$ cat src/rtl/ib_ram_bank_ctlr_if.sv
// ib_ram_bank_ctlr_if: inbound stream, RAM write and bank read-handshake signals
interface ib_ram_bank_ctlr_if #(
    parameter int NUM_BANKS = 4,
    parameter int ADDR_W = 9
);
    localparam int BW = $clog2(NUM_BANKS);
    logic s_tvalid, s_tlast, s_tready, enable_use_ram;
    logic wr_en;
    logic [BW+ADDR_W-1:0] wr_addr;
    logic rd_valid;
    logic [BW-1:0] rd_bank;
    logic [ADDR_W:0] rd_len;
    logic rd_start, rd_done;
    logic [BW:0] ready_cnt;
    logic [15:0] drop_cnt;
    logic oversize_err;
    modport master (
        output s_tvalid, s_tlast, enable_use_ram, rd_start, rd_done,
        input s_tready, wr_en, wr_addr, rd_valid, rd_bank, rd_len, ready_cnt, drop_cnt, oversize_err
    );
    modport slave (
        input s_tvalid, s_tlast, enable_use_ram, rd_start, rd_done,
        output s_tready, wr_en, wr_addr, rd_valid, rd_bank, rd_len, ready_cnt, drop_cnt, oversize_err
    );
endinterface

$ cat src/rtl/ib_ram_bank_ctlr.sv
// ib_ram_bank_ctlr: multi-bank inbound packet buffer ownership, write addressing and in-order hand-off
module ib_ram_bank_ctlr #(
    parameter int NUM_BANKS = 4,
    parameter int ADDR_W = 9,
    parameter bit DROP_WHEN_FULL = 0
) (
    input logic clk,
    input logic rst_n,
    ib_ram_bank_ctlr_if.slave bus
);
    localparam int BW = $clog2(NUM_BANKS);
    localparam logic [ADDR_W:0] FULL_OFF = {1'b1, {ADDR_W{1'b0}}};
    typedef enum logic [1:0] {FREE, FILLING, READY, BUSY} bank_st_t;
    typedef logic [BW:0] cnt_t;
    bank_st_t bank_st [NUM_BANKS];
    logic [ADDR_W:0] bank_len [NUM_BANKS];
    logic [BW-1:0] wr_ptr, rd_ptr;
    logic [ADDR_W:0] offset, off_now;
    logic in_pkt, pkt_store, pkt_drop;
    logic first, wr_free, store_now, drop_now, over_now, acc, last_acc;
    logic store_ok, over_evt, drop_evt, rd_go, rd_rel;

    assign first = !in_pkt;
    assign wr_free = bank_st[wr_ptr] == FREE;
    assign store_now = first ? (bus.enable_use_ram && wr_free) : pkt_store;
    assign drop_now = first ? (bus.enable_use_ram && !wr_free) : pkt_drop;
    assign bus.s_tready = !(first && bus.enable_use_ram && !wr_free && !DROP_WHEN_FULL);
    assign acc = bus.s_tvalid && bus.s_tready;
    assign last_acc = acc && bus.s_tlast;
    assign off_now = first ? '0 : offset;
    assign over_now = off_now == FULL_OFF;
    assign bus.wr_en = acc && store_now && !over_now;
    assign bus.wr_addr = {wr_ptr, off_now[ADDR_W-1:0]};
    assign store_ok = last_acc && store_now && !over_now;
    assign over_evt = last_acc && store_now && over_now;
    assign drop_evt = over_evt || (last_acc && drop_now);
    assign rd_rel = bus.rd_done && bank_st[rd_ptr] == BUSY;
    assign rd_go = bus.rd_start && !bus.rd_done && bank_st[rd_ptr] == READY;
    assign bus.rd_valid = bank_st[rd_ptr] == READY;
    assign bus.rd_bank = rd_ptr;
    assign bus.rd_len = bank_len[rd_ptr];

    // Bank ownership, packet tracking and status counters; write and read sides always hit different banks
    always_ff @(posedge clk or negedge rst_n) begin
        if (!rst_n) begin
            for (int i = 0; i < NUM_BANKS; i++) begin
                bank_st[i] <= FREE;
                bank_len[i] <= '0;
            end
            wr_ptr <= '0;
            rd_ptr <= '0;
            offset <= '0;
            in_pkt <= 1'b0;
            pkt_store <= 1'b0;
            pkt_drop <= 1'b0;
            bus.ready_cnt <= '0;
            bus.drop_cnt <= '0;
            bus.oversize_err <= 1'b0;
        end else begin
            if (acc) begin
                in_pkt <= !bus.s_tlast;
                pkt_store <= store_now;
                pkt_drop <= drop_now;
            end
            if (bus.wr_en) offset <= off_now + 1'b1;
            else if (acc && first) offset <= '0;
            if (acc && first && store_now) bank_st[wr_ptr] <= FILLING;
            if (store_ok) begin
                bank_st[wr_ptr] <= READY;
                bank_len[wr_ptr] <= off_now + 1'b1;
                wr_ptr <= wr_ptr + 1'b1;
            end
            if (over_evt) begin
                bank_st[wr_ptr] <= FREE;
                bus.oversize_err <= 1'b1;
            end
            if (drop_evt && bus.drop_cnt != '1) bus.drop_cnt <= bus.drop_cnt + 1'b1;
            if (rd_go) bank_st[rd_ptr] <= BUSY;
            if (rd_rel) begin
                bank_st[rd_ptr] <= FREE;
                rd_ptr <= rd_ptr + 1'b1;
            end
            bus.ready_cnt <= bus.ready_cnt + cnt_t'(store_ok) - cnt_t'(rd_rel);
        end
    end
endmodule
$ cat src/flat_wrapper.sv
// flat-port wrapper written by rule: the top's interface ports become plain ports
module ib_ram_bank_ctlr_flat 
#(
    parameter int NUM_BANKS = 4,
    parameter int ADDR_W = 9,
    parameter bit DROP_WHEN_FULL = 0
)
  (clk, rst_n, bus_s_tvalid, bus_s_tlast, bus_enable_use_ram, bus_rd_start, bus_rd_done, bus_s_tready, bus_wr_en, bus_wr_addr, bus_rd_valid, bus_rd_bank, bus_rd_len, bus_ready_cnt, bus_drop_cnt, bus_oversize_err);
  ib_ram_bank_ctlr_if #(.NUM_BANKS(NUM_BANKS), .ADDR_W(ADDR_W)) bus_i ();
  input logic clk;
  input logic rst_n;
  input wire logic [$bits(bus_i.s_tvalid)-1:0] bus_s_tvalid;
  input wire logic [$bits(bus_i.s_tlast)-1:0] bus_s_tlast;
  input wire logic [$bits(bus_i.enable_use_ram)-1:0] bus_enable_use_ram;
  input wire logic [$bits(bus_i.rd_start)-1:0] bus_rd_start;
  input wire logic [$bits(bus_i.rd_done)-1:0] bus_rd_done;
  output wire logic [$bits(bus_i.s_tready)-1:0] bus_s_tready;
  output wire logic [$bits(bus_i.wr_en)-1:0] bus_wr_en;
  output wire logic [$bits(bus_i.wr_addr)-1:0] bus_wr_addr;
  output wire logic [$bits(bus_i.rd_valid)-1:0] bus_rd_valid;
  output wire logic [$bits(bus_i.rd_bank)-1:0] bus_rd_bank;
  output wire logic [$bits(bus_i.rd_len)-1:0] bus_rd_len;
  output wire logic [$bits(bus_i.ready_cnt)-1:0] bus_ready_cnt;
  output wire logic [$bits(bus_i.drop_cnt)-1:0] bus_drop_cnt;
  output wire logic [$bits(bus_i.oversize_err)-1:0] bus_oversize_err;
  assign bus_i.s_tvalid = bus_s_tvalid;
  assign bus_i.s_tlast = bus_s_tlast;
  assign bus_i.enable_use_ram = bus_enable_use_ram;
  assign bus_i.rd_start = bus_rd_start;
  assign bus_i.rd_done = bus_rd_done;
  assign bus_s_tready = bus_i.s_tready;
  assign bus_wr_en = bus_i.wr_en;
  assign bus_wr_addr = bus_i.wr_addr;
  assign bus_rd_valid = bus_i.rd_valid;
  assign bus_rd_bank = bus_i.rd_bank;
  assign bus_rd_len = bus_i.rd_len;
  assign bus_ready_cnt = bus_i.ready_cnt;
  assign bus_drop_cnt = bus_i.drop_cnt;
  assign bus_oversize_err = bus_i.oversize_err;
  ib_ram_bank_ctlr #(.NUM_BANKS(NUM_BANKS), .ADDR_W(ADDR_W), .DROP_WHEN_FULL(DROP_WHEN_FULL)) u_core (.clk(clk), .rst_n(rst_n), .bus(bus_i));
endmodule
$ cat config.mk
export PLATFORM = sky130hd
export DESIGN_NAME = ib_ram_bank_ctlr_flat
export DESIGN_NICKNAME = d
export VERILOG_FILES = /design/src/rtl/ib_ram_bank_ctlr_if.sv /design/src/rtl/ib_ram_bank_ctlr.sv /design/src/flat_wrapper.sv
export SDC_FILE = /design/constraint.sdc
export NUM_CORES = 1
export LEC_CHECK = 0
export CAP_MARGIN = 5
export CORE_AREA = 2 2 87 89
export CTS_CLUSTER_DIAMETER = 200
export DETAILED_ROUTE_END_ITERATION = 7
export DIE_AREA = 0 0 89 91
export DONT_BUFFER_PORTS = 1
export GPL_ROUTABILITY_DRIVEN = 0
export PLACE_DENSITY = 0.81
export SLEW_MARGIN = 20
export SYNTH_ARGS = -nofsm -noshare
export SYNTH_HDL_FRONTEND = slang
export SYNTH_SLANG_ARGS = --single-unit
$ cat constraint.sdc
create_clock -name clk -period 3.7 [get_ports clk]
set_clock_uncertainty 0.15 [all_clocks]
set_input_delay 0.555 -clock clk [delete_from_list [all_inputs] [get_ports clk]]
set_output_delay 0.555 -clock clk [all_outputs]
set_load 0.005 [all_outputs]
# After elaboration in Yosys (flattened, before gate mapping)

Index checks and enable logic that the tools add are counted.
Widths: inputs -> output; s select.

Register bits: 85
Output and inout bits: 46
Input bits: 7
Latch bits: 0
Memory bits (writable): 0
Memories: 0
Bits in read-only memories: 0

Bitwise logic cells: 13
Multiplexer cells: 26
Equal/unequal tests: 4
Multiply operators: 0
Reduce and logical (&&, ||, !) cells: 29
Add/subtract/negate cells: 6
Shifts and indexed selects: 0
Divide/modulo/power cells: 0
Magnitude comparators: 4

Operators with widths:

| kind                  | count |
|---|---|
| $mux 10               | 6 |
| $bwmux 40             | 1 |
| $mux 8                | 5 |
| $bmux 10 s2           | 1 |
| $demux 10 s2          | 1 |
| $logic_and 1x1->1     | 20 |
| $add 16x1->16 const B | 1 |
| $and 8x8->8           | 2 |
| $ne 16x16->1 const B  | 1 |
| $not 8->8             | 2 |
| $mux 2                | 6 |
| $add 10x1->10 const B | 1 |
| $eq 10x10->1 const B  | 1 |
| $and 4x4->4           | 2 |
| $bmux 2 s2            | 2 |
| $demux 2 s2           | 2 |
| $not 4->4             | 2 |
| $or 4x4->4            | 2 |
| $or 8x8->8            | 1 |
| $ge 3x3->1 const B    | 2 |
| $logic_not 1->1       | 6 |
| $lt 3x1->1 const B    | 2 |
| $not 2->3             | 2 |
| $add 2x1->2 const B   | 2 |
| other kinds (7)       | 9 |

# Depth between registers and ports, before layout

Depth in word-level cells: 20
Gate-level depth with buffers: 12
Gate-level depth less buffers: 10

# Worst setup path before layout

OpenSTA, ideal clock, no wires.

Path type: reg2reg
From: register u_core.wr_ptr[0]
To: register u_core.bus.ready_cnt[2]
Arrival time: 2,545 ps
Required time: 3,427 ps
Cell stages (with the launch flop): 12
Slack: 883 ps
Clock period less this slack: 2,817 ps
Cells stage by stage: dfrtp_1 > nor4bb_1 > or4_1 > buf_2 > or2_1 > buf_6 > nand3_2 > inv_1 > ha_1 > fa_1 > xnor2_1 > xnor2_1

Word-level cells in the longest chain between the ends: 14

Ends and longest elaborated chain:

| what                                      | RTL line                  | RTL |
|---|---|---|
| start: declaration                        | ib_ram_bank_ctlr.sv:17    | `logic [BW-1:0] wr_ptr, rd_ptr;` |
| start signal: assignment                  | ib_ram_bank_ctlr.sv:71    | `wr_ptr <= wr_ptr + 1'b1;` |
| $not 2->3 (implied by the code)           | ib_ram_bank_ctlr.sv:24    | `assign wr_free = bank_st[wr_ptr] == FREE;` |
| $bmux 2 s2                                | ib_ram_bank_ctlr.sv:24    |  |
| $mux 2 (implied by the code) (2 in a row) | ib_ram_bank_ctlr.sv:24    |  |
| $logic_not 2->1                           | ib_ram_bank_ctlr.sv:24    |  |
| $logic_not 1->1                           | ib_ram_bank_ctlr.sv:27    | `assign bus.s_tready = !(first && bus.enable_use_ram && !wr_free && !DROP_WHEN_FULL);` |
| $logic_and 1x1->1                         | ib_ram_bank_ctlr.sv:27    |  |
| $logic_not 1->1                           | ib_ram_bank_ctlr.sv:27    |  |
| via bus_s_tready                          | flat_wrapper.sv:17        | `output wire logic [$bits(bus_i.s_tready)-1:0] bus_s_tready;` |
| $logic_and 1x1->1                         | ib_ram_bank_ctlr.sv:28    | `assign acc = bus.s_tvalid && bus.s_tready;` |
| $logic_and 1x1->1                         | ib_ram_bank_ctlr.sv:29    | `assign last_acc = acc && bus.s_tlast;` |
| $logic_and 1x1->1 (2 in a row)            | ib_ram_bank_ctlr.sv:34    | `assign store_ok = last_acc && store_now && !over_now;` |
| $add 3x1->3                               | ib_ram_bank_ctlr.sv:83    | `bus.ready_cnt <= bus.ready_cnt + cnt_t'(store_ok) - cnt_t'(rd_rel);` |
| $sub 3x1->3                               | ib_ram_bank_ctlr.sv:83    |  |
| end signal: assignment                    | ib_ram_bank_ctlr.sv:83    |  |
| end: declaration                          | ib_ram_bank_ctlr_if.sv:23 | `output s_tready, wr_en, wr_addr, rd_valid, rd_bank, rd_len, ready_cnt, drop_cnt, oversize_err` |

The timed path passes the listed nets, and every way through them passes these cells. The select of a mux whose other input is x is not followed.
A chain may end at the register's enable or synchronous reset.

# Worst setup path in the final report

From: register u_core.wr_ptr[1]
To: output port bus_wr_en

Word-level cells in the longest chain between the ends: 11

Ends and longest elaborated chain:

| what                                      | RTL line               | RTL |
|---|---|---|
| $not 2->3 (implied by the code)           | ib_ram_bank_ctlr.sv:24 |  |
| $bmux 2 s2                                | ib_ram_bank_ctlr.sv:24 |  |
| $mux 2 (implied by the code) (2 in a row) | ib_ram_bank_ctlr.sv:24 |  |
| $logic_not 2->1                           | ib_ram_bank_ctlr.sv:24 |  |
| $logic_not 1->1                           | ib_ram_bank_ctlr.sv:27 |  |
| $logic_and 1x1->1                         | ib_ram_bank_ctlr.sv:27 |  |
| $logic_not 1->1                           | ib_ram_bank_ctlr.sv:27 |  |
| via bus_s_tready                          | flat_wrapper.sv:17     |  |
| $logic_and 1x1->1                         | ib_ram_bank_ctlr.sv:28 |  |
| $logic_and 1x1->1 (2 in a row)            | ib_ram_bank_ctlr.sv:32 | `assign bus.wr_en = acc && store_now && !over_now;` |
| end: declaration                          | flat_wrapper.sv:18     | `output wire logic [$bits(bus_i.wr_en)-1:0] bus_wr_en;` |

The timed path passes the listed nets, and every way through them passes these cells. The select of a mux whose other input is x is not followed.

==> impl_metrics.yaml <==
status:
  status: "completed"
routing:
  first_iter_violations: 199
  wl_per_cell_um: 18.5
  drt_wl_total_um: 8870
  first_pass_iters: 4
  ant_nets: 0
  vias_per_cell: 6.15
  drc: 0
  vias: 2951
sta:
  fin_crit_sh: 0.792
  max_freq_mhz: 341
  tightest_slew_ns: 0.897
  finalSetupViolations: 0
  tns_ns: 0
  fin_ws_ns: 0.770
  rsz0062_at_grt: "false"
  period_minus_slack_ns: 2.93
  hold_violations: 0
  slew_violations: 0
  slew_headroom: 0.394
setup_path:
  reg2reg_slack_ns: 0.79
  crit_required_ns: 2.99
  endpoint_kind: "output port"
  crit_start: "u_core.wr_ptr[1]$_DFFE_PN0N_"
  criticalPathCategory: "register to output port"
  endpoint: "bus_wr_en"
  crit_path_start_kind: "register"
  arrival_ns: 2.22
  cpMaxStageDelayCell: "or4_1"
  timing.rr.end: "u_core.bus.ready_cnt[2]$_DFF_PN0_"
  worst-path-max-fanout: 9
  path_buf_inv: 1
  worstPathCellList: "nor4b_1 -> or4_1 -> or2_1 -> nand3_4 -> inv_2"
  path_depth: 5
  reg2reg_depth: 9
  crit_family: "simple AND/OR/NAND/NOR gates"
  rr_startpoint: "u_core.wr_ptr[1]$_DFFE_PN0N_"
  max_stage_delay_ns: 0.54
clock_tree:
  cts_max_level: 3
  cts_sinks: 85
  clock_latency_ns: 0.36
  post-cts-setup-buffer-count: 0
  cts_buffers: 9
  cts_tree: "done"
  path_clk_slew_ns: 0.08
  cts_root_buf: "clkbuf_8"
  cts_max_path_buffers: 2
finish:
  nets: 398
  syn_to_final_growth_pct: 6.50
  final_cell_mix: "85 x dfrtp_1, 51 x nand2_1, 38 x o21ai_0"
  drive_gt1_frac: 0.165
  diodes: 0
  layout_commonest_cell: "dfrtp_1"
floorplanning:
  fp.dieW_um: 89
  ios: 53
  start_util: 0.613
  dieArea_mm2: 0.00810
  core_area_mm2: 0.00714
  rows: 31
  die_y_um: 91
global_route:
  grt_pass1_wl_um: 14500
  overflow: 0
  grt_usage: 0.238
  antenna_found_initial: 0
  grt_max_degree: 86
  grt_pass1_vias: 2984
placed_design:
  portBuffers: 0
  dp_hpwl_um: 6220
  place_ws_ns: 0.771
flow_run:
  maxCapViolations: 0
power_and_ir_drop:
  power_density_mw_per_mm2: 640
  power_leakage_nw: 2.08
  ir_drop_uv: 583
synth:
  ys_seq_elements: 85
  synth_area_mm2: 0.00437
  synth_cell_types: 55
  synth_cells: 380
  ys.flop_type: "dfrtp_1"
  synth-edff-count: 0
  async_flop_share: 1.00
  ys_seq_area_frac: 0.486
  syn_nets: 401
  postSynthAreaPerCell_um2: 11.5
  yosysWarningCount: 0
hold_path:
  min_path_type: "input port to register"
[power breakdown]
group	leakage [nW]	internal [W]	switching [W]
Combinational	0.832	0.000418	0.000567
Sequential	1.14	0.00110	0.000161
Clock	0.109	0.000397	0.000332
[per-stage QoR]
step | power (W) | util | hold slack, ns | std cells | area [um^2]
global route | 0.00317 | 0.653 | 0.162 | 480 | 4660
global placement | 0.00220 | 0.616 | 0.111 | 463 | 4400
floorplan | 0.00204 | - | 0.109 | 380 | 4370
detailed placement | 0.00224 | 0.616 | 0.111 | 463 | 4400
finish | 0.00298 | 0.653 | 0.174 | 480 | 4660
CTS | 0.00300 | 0.653 | 0.159 | 480 | 4660
[cells by family after synthesis]
logic type	Yosys count	synth area share
AND/OR/NAND/NOR	114	0.143
AO/OA/AOI/OAI	77	0.134
multiplexers	28	0.103
buffers and inverters	39	0.0461
flip-flops	85	0.486
adder cells (fa/ha/maj)	14	0.0418
XOR/XNOR	23	0.0461
[synthesized netlist by cell type, types with 6 or more instances]
cell | instances | area share
ha_1 | 13 | 0.037
o2bb2ai_1 | 6 | 0.012
nand4_1 | 9 | 0.013
and2_1 | 8 | 0.011
o21ai_0 | 38 | 0.043
and3_1 | 9 | 0.013
inv_1 | 18 | 0.015
nand3_1 | 9 | 0.010
mux2_2 | 15 | 0.039
xnor2_1 | 22 | 0.044
clkbuf_1 | 7 | 0.0060
dfrtp_1 | 85 | 0.49
mux4_2 | 12 | 0.062
nand2_1 | 51 | 0.044
[area by class of cell]
type,instances,area [um^2]
clock inverters,5,85.1
flip-flops and latches,85,2130
repair buffers,6,67.6
well taps,99,124
multi-input cells,256,2040
fillers,562,2480
inverters,19,71.3
clock buffers,10,138
[worst min-delay path by stage]
stage	startpoint	end	cells past startpoint
floorplan	rst_n	u_core.bank_len[0]$_DFFE_PN0P_	0
global placement	rst_n	u_core.bus.drop_cnt[5]$_DFFE_PN0P_	0
detailed placement	rst_n	u_core.bus.drop_cnt[6]$_DFFE_PN0P_	0
CTS	bus_s_tvalid	u_core.in_pkt$_DFFE_PN0N_	1
global route	bus_s_tvalid	u_core.in_pkt$_DFFE_PN0N_	1
finish	bus_s_tvalid	u_core.in_pkt$_DFFE_PN0N_	1
[state kept, by name (all words and copies together) (netlist names)]
| signal | flops |
|---|---|
| u_core.bank_len | 40 |
| u_core.bus.drop_cnt | 16 |
| u_core.offset | 10 |
| u_core.bank_st | 8 |
| u_core.bus.ready_cnt | 3 |
| u_core.bus.rd_bank | 2 |
| u_core.wr_ptr | 2 |
| u_core.bus.oversize_err | 1 |
| u_core.in_pkt | 1 |
| u_core.pkt_drop | 1 |
| u_core.pkt_store | 1 |
[repair_timing]
action,CTS,global route
hold buffers,2,0
endpoints found under the hold margin,85,0
resized for setup,0,0
[per-layer routing]
| layer | track usage | vias up | routed length [um] |
|---|---|---|---|
| li1 | - | 1361 | - |
| met1 | 0.281 | 1467 | 3510 |
| met2 | 0.389 | 97 | 4520 |
| met3 | 0.0691 | 26 | 577 |
| met4 | 0.119 | 0 | 272 |
| met5 | 0 | - | 0 |
(Power assumes the default switching activity.)
